`src/rtl/data_hs_serializer.sv`:
```
// data_hs_serializer: D-PHY HS lane byte serializer with Serial_End/underrun handshake and trail drive.
// Optional PRBS7 test source when HS_SER_PRBS_EN is defined.
module data_hs_serializer #(
  parameter int WIDTH      = 8,
  parameter bit LSB_FIRST  = 1'b1,
  parameter bit IDLE_LEVEL = 1'b0
) (
  input  logic             clk,
  input  logic             rst,
  input  logic             Serial_En,
  input  logic             Serial_Valid,
  input  logic [WIDTH-1:0] HS_prll_data,
  input  logic             Trail,
  input  logic             Trail_sel,
  input  logic             prbs_mode,
  output logic             hs_dout,
  output logic             Serial_End,
  output logic             hs_active,
  output logic             underrun
);
  localparam int CW = (WIDTH > 1) ? $clog2(WIDTH) : 1;
  localparam logic [CW-1:0] LAST = CW'(WIDTH - 1);
  localparam logic [CW-1:0] PEN  = CW'(WIDTH - 2);
  typedef enum logic [1:0] {IDLE, SHIFT, TRAIL} state_t;
  state_t           r_state, w_state;
  logic [WIDTH-1:0] r_shreg, w_shreg;
  logic [CW-1:0]    r_bitcnt, w_bitcnt;
  logic             r_last, w_last;
  logic             r_dout, w_dout;
  logic             r_end, w_end;
  logic             r_active, w_active;
  logic             r_under, w_under;
  logic             w_load, w_adv, w_pr, w_pr_go, w_nbit;
  function automatic logic [WIDTH-1:0] shift_word(input logic [WIDTH-1:0] d);
    return LSB_FIRST ? d >> 1 : d << 1;
  endfunction
  function automatic logic first_bit(input logic [WIDTH-1:0] d);
    return LSB_FIRST ? d[0] : d[WIDTH-1];
  endfunction
`ifdef HS_SER_PRBS_EN
  localparam logic [6:0] SEED = 7'h7F;
  logic [6:0] r_lfsr, w_lfsr;
  logic       r_prbs, w_prbs;
  assign w_pr   = r_prbs;
  assign w_nbit = r_prbs ? r_lfsr[6] : first_bit(r_shreg);
`else
  logic w_unused;
  assign w_unused = prbs_mode;
  assign w_pr     = 1'b0;
  assign w_nbit   = first_bit(r_shreg);
`endif
  always_comb begin
    w_state  = r_state;
    w_shreg  = r_shreg;
    w_bitcnt = r_bitcnt;
    w_last   = r_last;
    w_dout   = IDLE_LEVEL;
    w_end    = 1'b0;
    w_active = 1'b0;
    w_under  = 1'b0;
    w_load   = 1'b0;
    w_adv    = 1'b0;
    w_pr_go  = 1'b0;
    case (r_state)
      IDLE: begin
        w_load = Serial_En & Serial_Valid;
`ifdef HS_SER_PRBS_EN
        w_pr_go = Serial_En & prbs_mode;
`endif
      end
      SHIFT: begin
        if (r_bitcnt != LAST) begin
          w_adv   = Serial_En | w_pr;
          w_state = w_adv ? SHIFT : IDLE;
        end else if (w_pr) begin
          w_pr_go = Serial_En & prbs_mode;
          w_state = w_pr_go ? SHIFT : IDLE;
        end else begin
          // byte boundary: abort, then back-to-back data, then trail, else underrun
          w_last   = r_dout;
          w_load   = Serial_En & Serial_Valid;
          w_state  = !Serial_En ? IDLE : Serial_Valid ? SHIFT : Trail_sel ? TRAIL : IDLE;
          w_under  = Serial_En & !Serial_Valid & !Trail_sel;
          w_active = (w_state == TRAIL);
          w_dout   = w_active ? ~r_dout : IDLE_LEVEL;
        end
      end
      TRAIL: begin
        w_active = Trail & Serial_En;
        w_dout   = w_active ? ~r_last : IDLE_LEVEL;
        w_state  = w_active ? TRAIL : IDLE;
      end
      default: w_state = IDLE;
    endcase
    if (w_adv) begin
      w_dout   = w_nbit;
      w_shreg  = shift_word(r_shreg);
      w_bitcnt = r_bitcnt + 1'b1;
      w_end    = (r_bitcnt == PEN);
      w_active = 1'b1;
    end
    if (w_load) begin
      w_state  = SHIFT;
      w_shreg  = shift_word(HS_prll_data);
      w_bitcnt = '0;
      w_dout   = first_bit(HS_prll_data);
      w_active = 1'b1;
    end
`ifdef HS_SER_PRBS_EN
    w_lfsr = r_lfsr;
    w_prbs = r_prbs;
    if (w_pr_go) begin
      w_state  = SHIFT;
      w_bitcnt = '0;
      w_dout   = r_lfsr[6];
      w_active = 1'b1;
      w_prbs   = 1'b1;
    end
    if (w_pr_go | (w_adv & r_prbs))
      w_lfsr = {r_lfsr[5:0], r_lfsr[6] ^ r_lfsr[5]};
    if (w_state == IDLE) begin
      w_lfsr = SEED;
      w_prbs = 1'b0;
    end
`endif
  end
  always_ff @(posedge clk or posedge rst) begin
    if (rst) begin
      r_state  <= IDLE;
      r_shreg  <= '0;
      r_bitcnt <= '0;
      r_last   <= 1'b0;
      r_dout   <= IDLE_LEVEL;
      r_end    <= 1'b0;
      r_active <= 1'b0;
      r_under  <= 1'b0;
    end else begin
      r_state  <= w_state;
      r_shreg  <= w_shreg;
      r_bitcnt <= w_bitcnt;
      r_last   <= w_last;
      r_dout   <= w_dout;
      r_end    <= w_end;
      r_active <= w_active;
      r_under  <= w_under;
    end
  end
`ifdef HS_SER_PRBS_EN
  always_ff @(posedge clk or posedge rst) begin
    if (rst) begin
      r_lfsr <= SEED;
      r_prbs <= 1'b0;
    end else begin
      r_lfsr <= w_lfsr;
      r_prbs <= w_prbs;
    end
  end
`endif
  assign hs_dout    = r_dout;
  assign Serial_End = r_end;
  assign hs_active  = r_active;
  assign underrun   = r_under;
endmodule
```
`config.mk`:
```
export PLATFORM = sky130hd
export DESIGN_NAME = data_hs_serializer
export DESIGN_NICKNAME = d
export VERILOG_FILES = /design/src/rtl/data_hs_serializer.sv
export SDC_FILE = /design/constraint.sdc
export NUM_CORES = 1
export LEC_CHECK = 0
export BUFFER_PORTS_ARGS = -buffer_cell sky130_fd_sc_hd__buf_2
export CORE_MARGIN = 2
export CORE_UTILIZATION = 47
export DETAILED_ROUTE_END_ITERATION = 10
export HOLD_SLACK_MARGIN = 0.06
export PLACE_DENSITY = 0.77
export SLEW_MARGIN = 20
export SYNTH_ARGS = -nofsm -noshare
export SYNTH_HDL_FRONTEND = slang
export SYNTH_SLANG_ARGS = --single-unit
```
`constraint.sdc`:
```
create_clock -name clk -period 1.58 [get_ports clk]
set_clock_uncertainty 0.15 [all_clocks]
set_input_delay 0.316 -clock clk [delete_from_list [all_inputs] [get_ports clk]]
set_output_delay 0.316 -clock clk [all_outputs]
set_load 0.05 [all_outputs]
```
==> qor.yml <==
globalRoute.totalOverflow: 0
worstHoldPathType: "input port to register"
average_cell_area_after_synthesis_sq_um: 10.7
worst_slew_pin_slew_ps: 427
timing.max_slew.rel_slack: 0.715
synth.cell_area_sq_um: 943
finalHoldViolations: 0
synthFlopType: "sky130_fd_sc_hd__dfrtp_1"
top_cells_by_area_synth: "sky130_fd_sc_hd__dfrtp_1 45%, sky130_fd_sc_hd__ha_1 8.0%, sky130_fd_sc_hd__mux2i_1 7.4%"
clockRootBuffer: "sky130_fd_sc_hd__clkbuf_4"
cts-buffers-inserted: 3
critPathLaunch: "r_bitcnt[0]"
numPortBuffers: 17
leakage_uw: 0.000628
core_area_sq_um: 1920
critical_path_class: "register to register"
antenna_found_initial: 0
worstPathRequired_ps: 1610
timing.final.crit_period_ps: 1610
wl_per_cell_um: 12.3
timing.max_cap.violations: 0
num_vias: 764
clkSlewWorstSetupHoldPaths_ps: 100
fin_crit_share: 1.02
proportion_of_synthesized_flip_flops_having_asynchronous_set_or_reset: 1.00
cp_data_arrival_time_ps: 1640
drt_iter0_drcs: 9
run_status: "finished, violations left"
crit_fanout: 8
worstPathCellList: "ha_2 -> ha_4 -> nand3b_4 -> buf_12 -> mux2i_1 -> a21oi_2"
timing_max_transition_violations_final: 0
synthesis.nets: 109
routed_wl_um: 1820
route.detailed.drc: 0
post-dp-hpwl_um: 1330
clock_insertion_delay_worst_skew_ps: 290
ys.warnings.count: 0
startpoint_type: "register"
synth.yosys.seq_area_share: 0.451
fmaxAchievable_mhz: 621
critical_path.max_stage_delay_ps: 390
synth_enable_flop_cells: 0
grt_setup_unrepaired: "true"
drt_pass1_iterations: 4
clock_sink_count: 17
reg2reg_setup_slack_ps: -30
clk_path_buf_depth: 2
final.hold.worst_slack_ps: 100
grt_usage: 0.161
floorplan.initialDensity: 0.491
layout_setup_ws_ps: -31.4
netlist_instances: 88
global_route_wire_length_before_repair_um: 2990
instances_no_fill: 148
synth_top_area_frac: 0.451
cts_max_level: 1
die_extent_in_x_um: 48.8
place.detailed.instances: 142
worst_setup_path_end_kind: "register"
first_global_vias: 698
die-area_sq_um: 2380
antenna_left: 0
floorplan.die.height_um: 48.8
hold_path_end: "r_shreg[6]"
diodes: 0
grt_max_degree: 18
regToRegEndpoint: "r_shreg[0]"
nets: 143
cts_tree: "done"
yosys.cell_types.count: 32
flow.area_growth_from_synthesis_pct: 35.1
placer_congestion_estimate: 0.810
rows: 16
post_cts_setup_buffer_count: 0
holdCritStartpoint: "HS_prll_data[7]"
violations: "setup timing"
cpMaxStageDelayCell: "sky130_fd_sc_hd__dfrtp_1"
setup_tns_ps: -75.6
floorplan.io_pins: 19
overall_power_of_the_completed_layout_uw: 1860
worst_r2r_startpoint: "r_bitcnt[0]"
irDropWorstVdd_v: 0.000909
worst_hold_path.num_cells: 3
viasPerCell: 5.16
synth-seq-cells: 17
ff2ff_path_depth: 6
drive_above_1_share: 0.430
netlist.top_cell.by_area: "sky130_fd_sc_hd__dfrtp_1"
final-setup-viol-count: 5
power-per-cell-area_nw_per_um2: 1460
[layout make-up]
class                   instances  area, sq um
well taps                      27         33.8
clock buffers                   3         22.5
flip-flops and latches         17          425
fillers                       159          647
multi-input cells              61          539
repair buffers                 32          223
clock inverters                 1         5.00
inverters                       7         26.3
[layer usage]
layer | wire (um) | vias to the layer above | global-route usage
met4 | 31 | 0 | 0.0619
li1 | - | 381 | -
met3 | 129 | 4 | 0.0215
met1 | 742 | 346 | 0.208
met5 | 0 | - | 0
met2 | 913 | 33 | 0.274
[worst max-delay path: cells and delay by family, from the launching register on]
kind / cells / cell delay (ps)
DFF: 1 / 390
muxes: 1 / 170
AOI/OAI and AO/OA: 1 / 70
and+or+nand+nor: 1 / 180
adders and majority gates: 2 / 380
buffers and inverters: 1 / 150
[cells in the mapped netlist (all sizes together) (2+ instances only)]
library cell  number
mux2i              7
nand3              4
nor3               6
a21oi              8
nor2               4
nand2              5
buf                3
dfrtp             17
nand3b             2
o31ai              2
ha                 6
inv                7
o21ai              3
[cell usage in the layout (no fill, tap or decap), types with 2 or more instances in the layout]
cell,netlist,routed
sky130_fd_sc_hd__ha_4,0,3
sky130_fd_sc_hd__mux2i_1,7,7
sky130_fd_sc_hd__buf_4,2,10
sky130_fd_sc_hd__inv_1,7,6
sky130_fd_sc_hd__a21oi_1,7,5
sky130_fd_sc_hd__nor3_1,6,4
sky130_fd_sc_hd__ha_1,6,2
sky130_fd_sc_hd__a21oi_2,0,2
sky130_fd_sc_hd__o31ai_1,2,2
sky130_fd_sc_hd__nand3_2,0,2
sky130_fd_sc_hd__nand2_1,5,4
sky130_fd_sc_hd__o21ai_1,1,3
sky130_fd_sc_hd__dfrtp_1,17,17
sky130_fd_sc_hd__nor2_1,3,3
sky130_fd_sc_hd__buf_2,0,17
sky130_fd_sc_hd__buf_6,0,2
sky130_fd_sc_hd__nand3_1,4,2
sky130_fd_sc_hd__dlygate4sd3_1,0,2
sky130_fd_sc_hd__clkbuf_4,0,3
[how the worst max path moves through the flow]
| stage | cells after the start | to | slack, ps |
|---|---|---|---|
| floorplan | 6 | r_shreg[1] | 20 |
| global placement | 5 | r_shreg[3] | -90 |
| detailed placement | 5 | r_shreg[0] | -140 |
| CTS | 6 | r_shreg[0] | -30 |
| global route | 6 | r_shreg[4] | -90 |
| finish | 6 | r_shreg[0] | -30 |
[stage by stage]
step	cell area, sq um	setup WS (ps)	util
6_report	1270	-31.4	0.663
5_1_grt	1270	-85.1	0.663
4_1_cts	1230	-27.0	0.641
3_5_place_dp	1150	-144	0.600
3_3_place_gp	1150	-90.0	0.600
2_1_floorplan	958	16.1	-
[flip-flops by register name (all words and copies together), names as in the netlist]
| name | cells |
|---|---|
| hs_dout | 1 |
| r_shreg | 7 |
| underrun | 1 |
| r_last | 1 |
| hs_active | 1 |
| r_state | 2 |
| r_bitcnt | 3 |
| Serial_End | 1 |
[where the power goes]
group | switching, uW | internal [uW]
Combinational | 485 | 467
Clock | 138 | 94.1
Sequential | 93.2 | 585
[repair_timing]
| item | 4_1_cts | 5_1_grt |
|---|---|---|
| endpoints found under the setup margin | 16 | 16 |
| hold endpoints to repair | 18 | 0 |
| pin swaps | 10 | 6 |
| hold buffers | 2 | 0 |
| resized for setup | 7 | 12 |
| gates cloned | 0 | 0 |
[cell families (layout without fill, tap and decap cells)]
| group | after synthesis | after routing | share of synthesized area |
|---|---|---|---|
| AO/OA/AOI/OAI | 22 | 22 | 0.166 |
| XOR/XNOR | 1 | 1 | 0.00929 |
| adder cells (fa/ha/maj) | 6 | 6 | 0.0796 |
| buffers and inverters | 10 | 43 | 0.0650 |
| flip-flops | 17 | 17 | 0.451 |
| multiplexers | 8 | 8 | 0.0862 |
| AND/OR/NAND/NOR | 24 | 24 | 0.143 |
Note: power is estimated with default switching activity, not from simulation.
